--- config.mk ---
export PLATFORM = sky130hd
export DESIGN_NAME = axilite_slave_regs
export DESIGN_NICKNAME = d
export VERILOG_FILES = /design/src/rtl/axilite_regs_pkg.sv /design/src/rtl/axilite_addr_decode.sv /design/src/rtl/axilite_slave_regs.sv
export SDC_FILE = /design/constraint.sdc
export NUM_CORES = 1
export LEC_CHECK = 0
export BUFFER_PORTS_ARGS = -buffer_cell sky130_fd_sc_hd__buf_2
export CORE_MARGIN = 2
export CORE_UTILIZATION = 40
export DETAILED_ROUTE_END_ITERATION = 12
export GPL_TIMING_DRIVEN = 1
export HOLD_SLACK_MARGIN = 0.1
export SYNTH_ARGS = -nofsm -noshare
export SYNTH_HDL_FRONTEND = slang
export SYNTH_SLANG_ARGS = --single-unit
--- constraint.sdc ---
create_clock -name clk -period 3.1 [get_ports clk]
set_clock_uncertainty 0.05 [all_clocks]
set_input_delay 0.155 -clock clk [delete_from_list [all_inputs] [get_ports clk]]
set_output_delay 0.155 -clock clk [all_outputs]
set_load 0.1 [all_outputs]
--- src/rtl/axilite_regs_pkg.sv ---
// axilite_regs_pkg: shared register map, response codes and FSM states for the AXI-Lite register slave
package axilite_regs_pkg;
  localparam logic [4:0] OFF_ID      = 5'h00;
  localparam logic [4:0] OFF_SCRATCH = 5'h04;
  localparam logic [4:0] OFF_CTRL    = 5'h08;
  localparam logic [4:0] OFF_STATUS  = 5'h0C;
  localparam logic [4:0] OFF_WRCNT   = 5'h10;
  localparam logic [4:0] OFF_LAST    = 5'h13;
  localparam logic [1:0] RESP_OKAY   = 2'b00;
  localparam logic [1:0] RESP_SLVERR = 2'b10;
  typedef enum logic [2:0] {SEL_ID, SEL_SCRATCH, SEL_CTRL, SEL_STATUS, SEL_WRCNT} reg_sel_t;
  typedef enum logic {W_IDLE, W_RESP} w_state_t;
  typedef enum logic {R_IDLE, R_DATA} r_state_t;
  function automatic logic [31:0] apply_wstrb(input logic [31:0] old_v, input logic [31:0] new_v, input logic [3:0] strb);
    logic [31:0] res;
    for (int i = 0; i < 4; i++) res[8*i +: 8] = strb[i] ? new_v[8*i +: 8] : old_v[8*i +: 8];
    return res;
  endfunction
endpackage

--- src/rtl/axilite_addr_decode.sv ---
// axilite_addr_decode: maps an AXI address onto a register select and an in-window hit flag
//   i_addr : byte address (low two bits ignored)
//   o_sel  : selected register
//   o_hit  : address lies inside the 0x00..0x13 window above C_BASE_ADDR
module axilite_addr_decode
  import axilite_regs_pkg::*;
#(
  parameter int                      C_ADDR_WIDTH = 32,
  parameter logic [C_ADDR_WIDTH-1:0] C_BASE_ADDR  = 32'h44A00000
) (
  input  logic [C_ADDR_WIDTH-1:0] i_addr,
  output reg_sel_t                o_sel,
  output logic                    o_hit
);
  logic [C_ADDR_WIDTH-1:0] w_off;
  // addresses below the base wrap to a huge offset, so one unsigned compare covers both ends
  assign w_off = i_addr - C_BASE_ADDR;
  assign o_hit = w_off <= C_ADDR_WIDTH'(OFF_LAST);
  assign o_sel = w_off[4:2] == OFF_SCRATCH[4:2] ? SEL_SCRATCH :
                 w_off[4:2] == OFF_CTRL[4:2]    ? SEL_CTRL    :
                 w_off[4:2] == OFF_STATUS[4:2]  ? SEL_STATUS  :
                 w_off[4:2] == OFF_WRCNT[4:2]   ? SEL_WRCNT   :
                 w_off[4:2] == OFF_ID[4:2]      ? SEL_ID      : SEL_ID;
endmodule

--- src/rtl/axilite_slave_regs.sv ---
// axilite_slave_regs: AXI4-Lite slave with ID, SCRATCH, CTRL, STATUS and WR_COUNT registers
//   clk, rst          : clock, synchronous active-high reset
//   s_axi_aw*/w*/b*   : write address, data and response channels
//   s_axi_ar*/r*      : read address and data channels
//   ctrl_o            : CTRL register contents
//   status_i          : live status, sampled when STATUS is read
module axilite_slave_regs
  import axilite_regs_pkg::*;
#(
  parameter int                      C_ADDR_WIDTH = 32,
  parameter logic [C_ADDR_WIDTH-1:0] C_BASE_ADDR  = 32'h44A00000,
  parameter logic [31:0]             C_ID_VALUE   = 32'h01234567
) (
  input  logic                    clk,
  input  logic                    rst,
  input  logic [C_ADDR_WIDTH-1:0] s_axi_awaddr,
  input  logic                    s_axi_awvalid,
  output logic                    s_axi_awready,
  input  logic [31:0]             s_axi_wdata,
  input  logic [3:0]              s_axi_wstrb,
  input  logic                    s_axi_wvalid,
  output logic                    s_axi_wready,
  output logic [1:0]              s_axi_bresp,
  output logic                    s_axi_bvalid,
  input  logic                    s_axi_bready,
  input  logic [C_ADDR_WIDTH-1:0] s_axi_araddr,
  input  logic                    s_axi_arvalid,
  output logic                    s_axi_arready,
  output logic [31:0]             s_axi_rdata,
  output logic [1:0]              s_axi_rresp,
  output logic                    s_axi_rvalid,
  input  logic                    s_axi_rready,
  output logic [31:0]             ctrl_o,
  input  logic [31:0]             status_i
);
  w_state_t                r_wstate;
  r_state_t                r_rstate;
  logic                    r_en;
  logic                    r_aw_have, r_w_have;
  logic [C_ADDR_WIDTH-1:0] r_awaddr;
  logic [31:0]             r_wdata, r_scratch, r_ctrl, r_wrcnt, r_rdata;
  logic [3:0]              r_wstrb;
  logic                    r_bvalid, r_rvalid;
  logic [1:0]              r_bresp, r_rresp;
  reg_sel_t                w_wsel, w_rsel;
  logic                    w_whit, w_rhit;
  logic [31:0]             w_rval;
  axilite_addr_decode #(.C_ADDR_WIDTH(C_ADDR_WIDTH), .C_BASE_ADDR(C_BASE_ADDR)) u_wdec (
    .i_addr(r_awaddr), .o_sel(w_wsel), .o_hit(w_whit)
  );
  axilite_addr_decode #(.C_ADDR_WIDTH(C_ADDR_WIDTH), .C_BASE_ADDR(C_BASE_ADDR)) u_rdec (
    .i_addr(s_axi_araddr), .o_sel(w_rsel), .o_hit(w_rhit)
  );
  // r_en holds every ready low until the first clock after reset is released
  assign s_axi_awready = r_en && r_wstate == W_IDLE && !r_aw_have;
  assign s_axi_wready  = r_en && r_wstate == W_IDLE && !r_w_have;
  assign s_axi_arready = r_en && r_rstate == R_IDLE;
  assign s_axi_bvalid  = r_bvalid;
  assign s_axi_bresp   = r_bresp;
  assign s_axi_rvalid  = r_rvalid;
  assign s_axi_rresp   = r_rresp;
  assign s_axi_rdata   = r_rdata;
  assign ctrl_o        = r_ctrl;
  always_comb
    w_rval = !w_rhit                ? 32'h0     :
             w_rsel == SEL_SCRATCH  ? r_scratch :
             w_rsel == SEL_CTRL     ? r_ctrl    :
             w_rsel == SEL_STATUS   ? status_i  :
             w_rsel == SEL_WRCNT    ? r_wrcnt   : C_ID_VALUE;
  always_ff @(posedge clk) begin
    if (rst) begin
      r_en      <= 1'b0;
      r_wstate  <= W_IDLE;
      r_aw_have <= 1'b0;
      r_w_have  <= 1'b0;
      r_awaddr  <= '0;
      r_wdata   <= '0;
      r_wstrb   <= '0;
      r_bvalid  <= 1'b0;
      r_bresp   <= RESP_OKAY;
      r_scratch <= '0;
      r_ctrl    <= '0;
      r_wrcnt   <= '0;
    end else begin
      r_en <= 1'b1;
      if (s_axi_awvalid && s_axi_awready) begin
        r_aw_have <= 1'b1;
        r_awaddr  <= s_axi_awaddr;
      end
      if (s_axi_wvalid && s_axi_wready) begin
        r_w_have <= 1'b1;
        r_wdata  <= s_axi_wdata;
        r_wstrb  <= s_axi_wstrb;
      end
      if (r_wstate == W_IDLE && r_aw_have && r_w_have) begin
        r_aw_have <= 1'b0;
        r_w_have  <= 1'b0;
        r_bvalid  <= 1'b1;
        r_bresp   <= w_whit ? RESP_OKAY : RESP_SLVERR;
        r_wstate  <= W_RESP;
        if (w_whit) begin
          r_wrcnt <= r_wrcnt + 32'd1;
          if (w_wsel == SEL_SCRATCH) r_scratch <= apply_wstrb(r_scratch, r_wdata, r_wstrb);
          if (w_wsel == SEL_CTRL) r_ctrl <= apply_wstrb(r_ctrl, r_wdata, r_wstrb);
        end
      end else if (r_wstate == W_RESP && s_axi_bready) begin
        r_bvalid <= 1'b0;
        r_wstate <= W_IDLE;
      end
    end
  end
  always_ff @(posedge clk) begin
    if (rst) begin
      r_rstate <= R_IDLE;
      r_rvalid <= 1'b0;
      r_rresp  <= RESP_OKAY;
      r_rdata  <= '0;
    end else if (r_rstate == R_IDLE && s_axi_arvalid && s_axi_arready) begin
      r_rdata  <= w_rval;
      r_rresp  <= w_rhit ? RESP_OKAY : RESP_SLVERR;
      r_rvalid <= 1'b1;
      r_rstate <= R_DATA;
    end else if (r_rstate == R_DATA && s_axi_rready) begin
      r_rvalid <= 1'b0;
      r_rstate <= R_IDLE;
    end
  end
endmodule

==> results by stage <==
Outcome:
- The run finished with clean final reports.

Pwr:
- The leakage power is 5.242 nW.
- Total power for the finished layout comes to 6.037 mW.
- The largest vdd supply drop is 0.3819 mV.
- The power per cell area is 508.7 nW/um^2.

STA:
- Setup repair after global routing left no endpoint under its margin.
- The worst pin sits at a relative slew slack of 0.3531.
- Across all setup checks in the final design, the least slack found is 0.2456 ns.
- The number of hold-slack violations in the final timing report is 0.
- The post-route clock period utilization is 0.9208.
- The final count of pins violating max slew is 0.
- The total negative slack is 0 ns.
- Setup violations remaining at the end of the flow were counted as 0.
- The tightest hold path in the finished design has a slack of 0.2237 ns.
- At the pin with the least slew margin, the transition time is 0.9680 ns.
- Derived from the worst setup path, the maximum achievable clock frequency is 0.3503 GHz.
- The clock period minus worst slack is 2.854 ns.

Die:
- The number of placed I/O pins is 212.
- In this run the standard cell core region covers 21820 um^2.
- The starting density of the core is 0.4070.
- The floorplan die width is 153.0 um.
- The die is 153.0 um tall.
- The initialized floorplan defines 54 standard-cell rows.
- The total die area is 23410 um^2.

Logic synthesis:
- The synthesized netlist contains 57 unique library cells.
- The cell count after synthesis came out at 1041.
- The synthesized area per cell is 8.532 um^2.
- Yosys mapped a number of flops with a built-in enable equal to 0.
- The post-synthesis instance area is 8882 um^2.
- The count of yosys warnings during synthesis is 0.
- The commonest register cell after synthesis is sky130_fd_sc_hd__dfxtp_1.
- The count of state elements after synthesis is 201.
- In the synthesized netlist the async set-or-reset flop fraction comes to 0.
- The share of the Yosys chip area taken by registers is 0.4530.

Route:
- Before antenna repair, the detailed router went through 5 iterations.
- Summed over all layers, the routed wires come to 27.80 mm.
- In this run, the number of DRC markers left after iteration 0 of detailed routing was 585.
- The average vias per placed instance is 5.366.
- In the final routed layout, each cell accounts on average for 17.31 um.
- The number of routed nets with antenna violations is 0.
- For this run, design rule violations remaining after detail routing come to 0.
- Summing over every cut layer, the via total after detailed routing is 8617.

Final layout:
- The antenna cell count is 0.
- The number of fill cells is 2023.
- The number of nets in the finished design is 1453.
- In the final layout, the share of cells above drive strength 1 is 0.2240.
- The area occupied by multi-input gates is 4519 um^2.
- Registers take 4024 um^2.
- From synthesis to final layout, the design area changed by 33.61%.

Global route:
- The aggregate global routing overflow is 0.
- Entering global routing, the biggest net connects 78 pins.
- The global-route usage over all layers is 0.2296.
- The first-pass GRT wire length is 43.82 mm.
- The number of global-route vias before repair is 8191.
- The number of antenna violations at the first check in global routing is 0.

Clock tree:
- The clock tree buffer depth is 3.
- The clock sink total is 201.
- Gates resized during post-CTS repair numbered 0.
- Clock tree synthesis selected as its root buffer the cell sky130_fd_sc_hd__clkbuf_16.
- In this run the number of H-tree levels came out at 1.
- The clock transition at the register clock pins on the worst setup and hold paths after CTS is 0.06 ns.
- TritonCTS built the clock tree.
- The clock latency reported for the late side of the worst-skew pair is 0.50 ns.
- The number of CTS-inserted buffers is 23.

Critical path:
- STA puts the critical path data required time at 3.48 ns.
- The worst setup path is captured at a flip-flop.
- The endpoint identified for the worst register-to-register timing path is r_wrcnt[31].
- The category of the most critical setup path is reg2reg.
- The launching point of the worst reg2reg path is r_awaddr[21].
- The number of cells on the worst reg-to-reg path is 8.
- The worst setup path is launched from a flip-flop.
- In this run the worst path has a maximum fanout of 10.
- The arrival time at the worst endpoint is 3.24 ns.
- The flop-to-flop setup slack is 0.25 ns.

Min path:
- In this run the worst hold path is classified as in2reg.
- The startpoint of the most critical hold path is status_i[9].
- Along the worst hold path, the cell count comes to 6.
- The worst hold path terminates at s_axi_rdata[9].

Place:
- The HPWL reported at the end of detailed placement is 19.18 mm.
- The global placer's final weighted congestion is 0.8399.
- The worst setup slack before clock tree synthesis is 0.1948 ns.
- During placement, the flow inserted port buffers numbering 205.

Run:
- The number of max-capacitance violations reported is 0.
area by class of cell:
class / count / share of cell area
Inverter: 9 / 0.002847
Clock buffer: 34 / 0.05872
Timing Repair Buffer: 324 / 0.1823
Tap cell: 280 / 0.02952
Clock inverter: 6 / 0.006748
Multi-Input combinational cell: 752 / 0.3808
Sequential cell: 201 / 0.3391
metrics by stage:
step | instances | util | cell area [um^2]
floorplan | 1042 | - | 8894
global placement | 1469 | 0.4638 | 10120
detailed placement | 1469 | 0.4638 | 10120
global route | 1606 | 0.5438 | 11870
finish | 1606 | 0.5438 | 11870
CTS | 1604 | 0.5430 | 11850
logic make-up (layout without fill, tap and decap cells):
logic type / count (synthesis) / after routing / synth area share
other: 1 / 2 / 0.0004222
xor gates and xnor gates: 4 / 4 / 0.003945
buffers and inverters: 89 / 373 / 0.03972
muxes: 77 / 77 / 0.08677
adders and majority gates: 3 / 3 / 0.004226
AOI/OAI and AO/OA: 292 / 292 / 0.2110
and+or+nand+nor: 374 / 374 / 0.2009
DFF: 201 / 201 / 0.4530
sequential cells by signal, summed over array words and instances, names as in the netlist, 4 cells and up:
name and count:
r_wrcnt 32, r_wdata 32, r_scratch 32, r_awaddr 30, ctrl_o 32, s_axi_rdata 32
r_wstrb 4
repair_timing:
item	in CTS	in global routing
hold endpoints to repair	114	0
hold buffers	95	0
setup buffers	0	2
setup endpoints to repair	0	1
how the worst max path moves through the flow:
| stage | slack (ns) | endpoint | start | cells after the start |
|---|---|---|---|---|
| global placement | 0.25 | s_axi_rdata[1] | s_axi_araddr[2] | 6 |
| detailed placement | 0.19 | s_axi_rdata[1] | s_axi_araddr[2] | 6 |
| global route | 0.0003 | r_wrcnt[31] | r_awaddr[21] | 8 |
| CTS | 0.21 | r_wrcnt[2] | r_awaddr[21] | 9 |
| finish | 0.25 | r_wrcnt[31] | r_awaddr[21] | 8 |
| floorplan | 0.15 | s_axi_rdata[0] | s_axi_rvalid | 7 |
cell usage in the layout, fill, tap and decap left out, types with 32 or more instances in the layout:
master and n:
sky130_fd_sc_hd__mux2i_1 77, sky130_fd_sc_hd__buf_2 204, sky130_fd_sc_hd__o21ai_0 35, sky130_fd_sc_hd__dlygate4sd3_1 95, sky130_fd_sc_hd__a21oi_1 124, sky130_fd_sc_hd__dfxtp_1 201
sky130_fd_sc_hd__a2bb2oi_1 32, sky130_fd_sc_hd__nand2_1 151, sky130_fd_sc_hd__nor2_1 117, sky130_fd_sc_hd__o22ai_1 32
per-layer routing:
metal / track usage / part of all wire / up-vias
met2: 0.3756 / 0.47 / 228
met4: 0.06790 / 0.022 / 0
met5: 0 / 0 / -
met3: 0.03459 / 0.051 / 39
li1: - / - / 4275
met1: 0.3149 / 0.46 / 4075
Yosys cell counts, types with 2 or more instances:
master,instances,area (um^2)
sky130_fd_sc_hd__a22oi_1,20,150.1
sky130_fd_sc_hd__or4_1,14,105.1
sky130_fd_sc_hd__and2_1,4,25.02
sky130_fd_sc_hd__nor2_1,119,446.7
sky130_fd_sc_hd__and3b_1,2,17.52
sky130_fd_sc_hd__o2111ai_1,2,17.52
sky130_fd_sc_hd__buf_2,6,30.03
sky130_fd_sc_hd__nand2b_1,9,56.30
sky130_fd_sc_hd__and4_1,2,17.52
sky130_fd_sc_hd__or2_2,6,37.54
sky130_fd_sc_hd__or4b_1,2,20.02
sky130_fd_sc_hd__mux2i_1,77,770.7
sky130_fd_sc_hd__nor4_2,2,25.02
sky130_fd_sc_hd__nand4_2,3,37.54
sky130_fd_sc_hd__nand4b_1,2,17.52
sky130_fd_sc_hd__o2111ai_2,8,120.1
sky130_fd_sc_hd__dfxtp_1,201,4024
sky130_fd_sc_hd__ha_1,3,37.54
sky130_fd_sc_hd__nand3_1,9,45.04
sky130_fd_sc_hd__inv_1,8,30.03
sky130_fd_sc_hd__o311ai_0,4,35.03
sky130_fd_sc_hd__clkbuf_1,68,255.2
sky130_fd_sc_hd__nand4_1,11,68.82
sky130_fd_sc_hd__o31ai_1,14,105.1
sky130_fd_sc_hd__nor2b_1,5,31.28
sky130_fd_sc_hd__a2bb2oi_1,32,280.3
sky130_fd_sc_hd__or3_1,7,43.79
sky130_fd_sc_hd__o211ai_1,3,22.52
sky130_fd_sc_hd__xor2_1,3,26.28
sky130_fd_sc_hd__nor3_1,7,35.03
sky130_fd_sc_hd__o41ai_1,4,35.03
sky130_fd_sc_hd__nor4_1,5,31.28
sky130_fd_sc_hd__a21oi_1,124,620.6
sky130_fd_sc_hd__and3_1,4,25.02
sky130_fd_sc_hd__nor4_4,2,42.54
sky130_fd_sc_hd__o21ai_0,35,175.2
sky130_fd_sc_hd__nand2_1,151,566.8
sky130_fd_sc_hd__buf_4,3,22.52
sky130_fd_sc_hd__buf_1,3,11.26
sky130_fd_sc_hd__o22ai_1,32,200.2
sky130_fd_sc_hd__o21a_1,9,67.56
power breakdown:
part           switching [mW]  total [mW]  internal [mW]
Combinational           0.340       0.599          0.259
Clock                    1.06        2.77           1.71
Sequential             0.0397        2.67           2.63
worst max-delay path, stage by stage, from the launching register on:
cell,delay (ns)
sky130_fd_sc_hd__dfxtp_1,0.40
sky130_fd_sc_hd__inv_1,0.06
sky130_fd_sc_hd__ha_1,0.27
sky130_fd_sc_hd__nor4b_2,0.22
sky130_fd_sc_hd__nand4_2,0.28
sky130_fd_sc_hd__nor2_1,0.36
sky130_fd_sc_hd__o211ai_1,0.39
sky130_fd_sc_hd__or4_1,0.60
sky130_fd_sc_hd__a21oi_1,0.16
(Power assumes the default switching activity.)
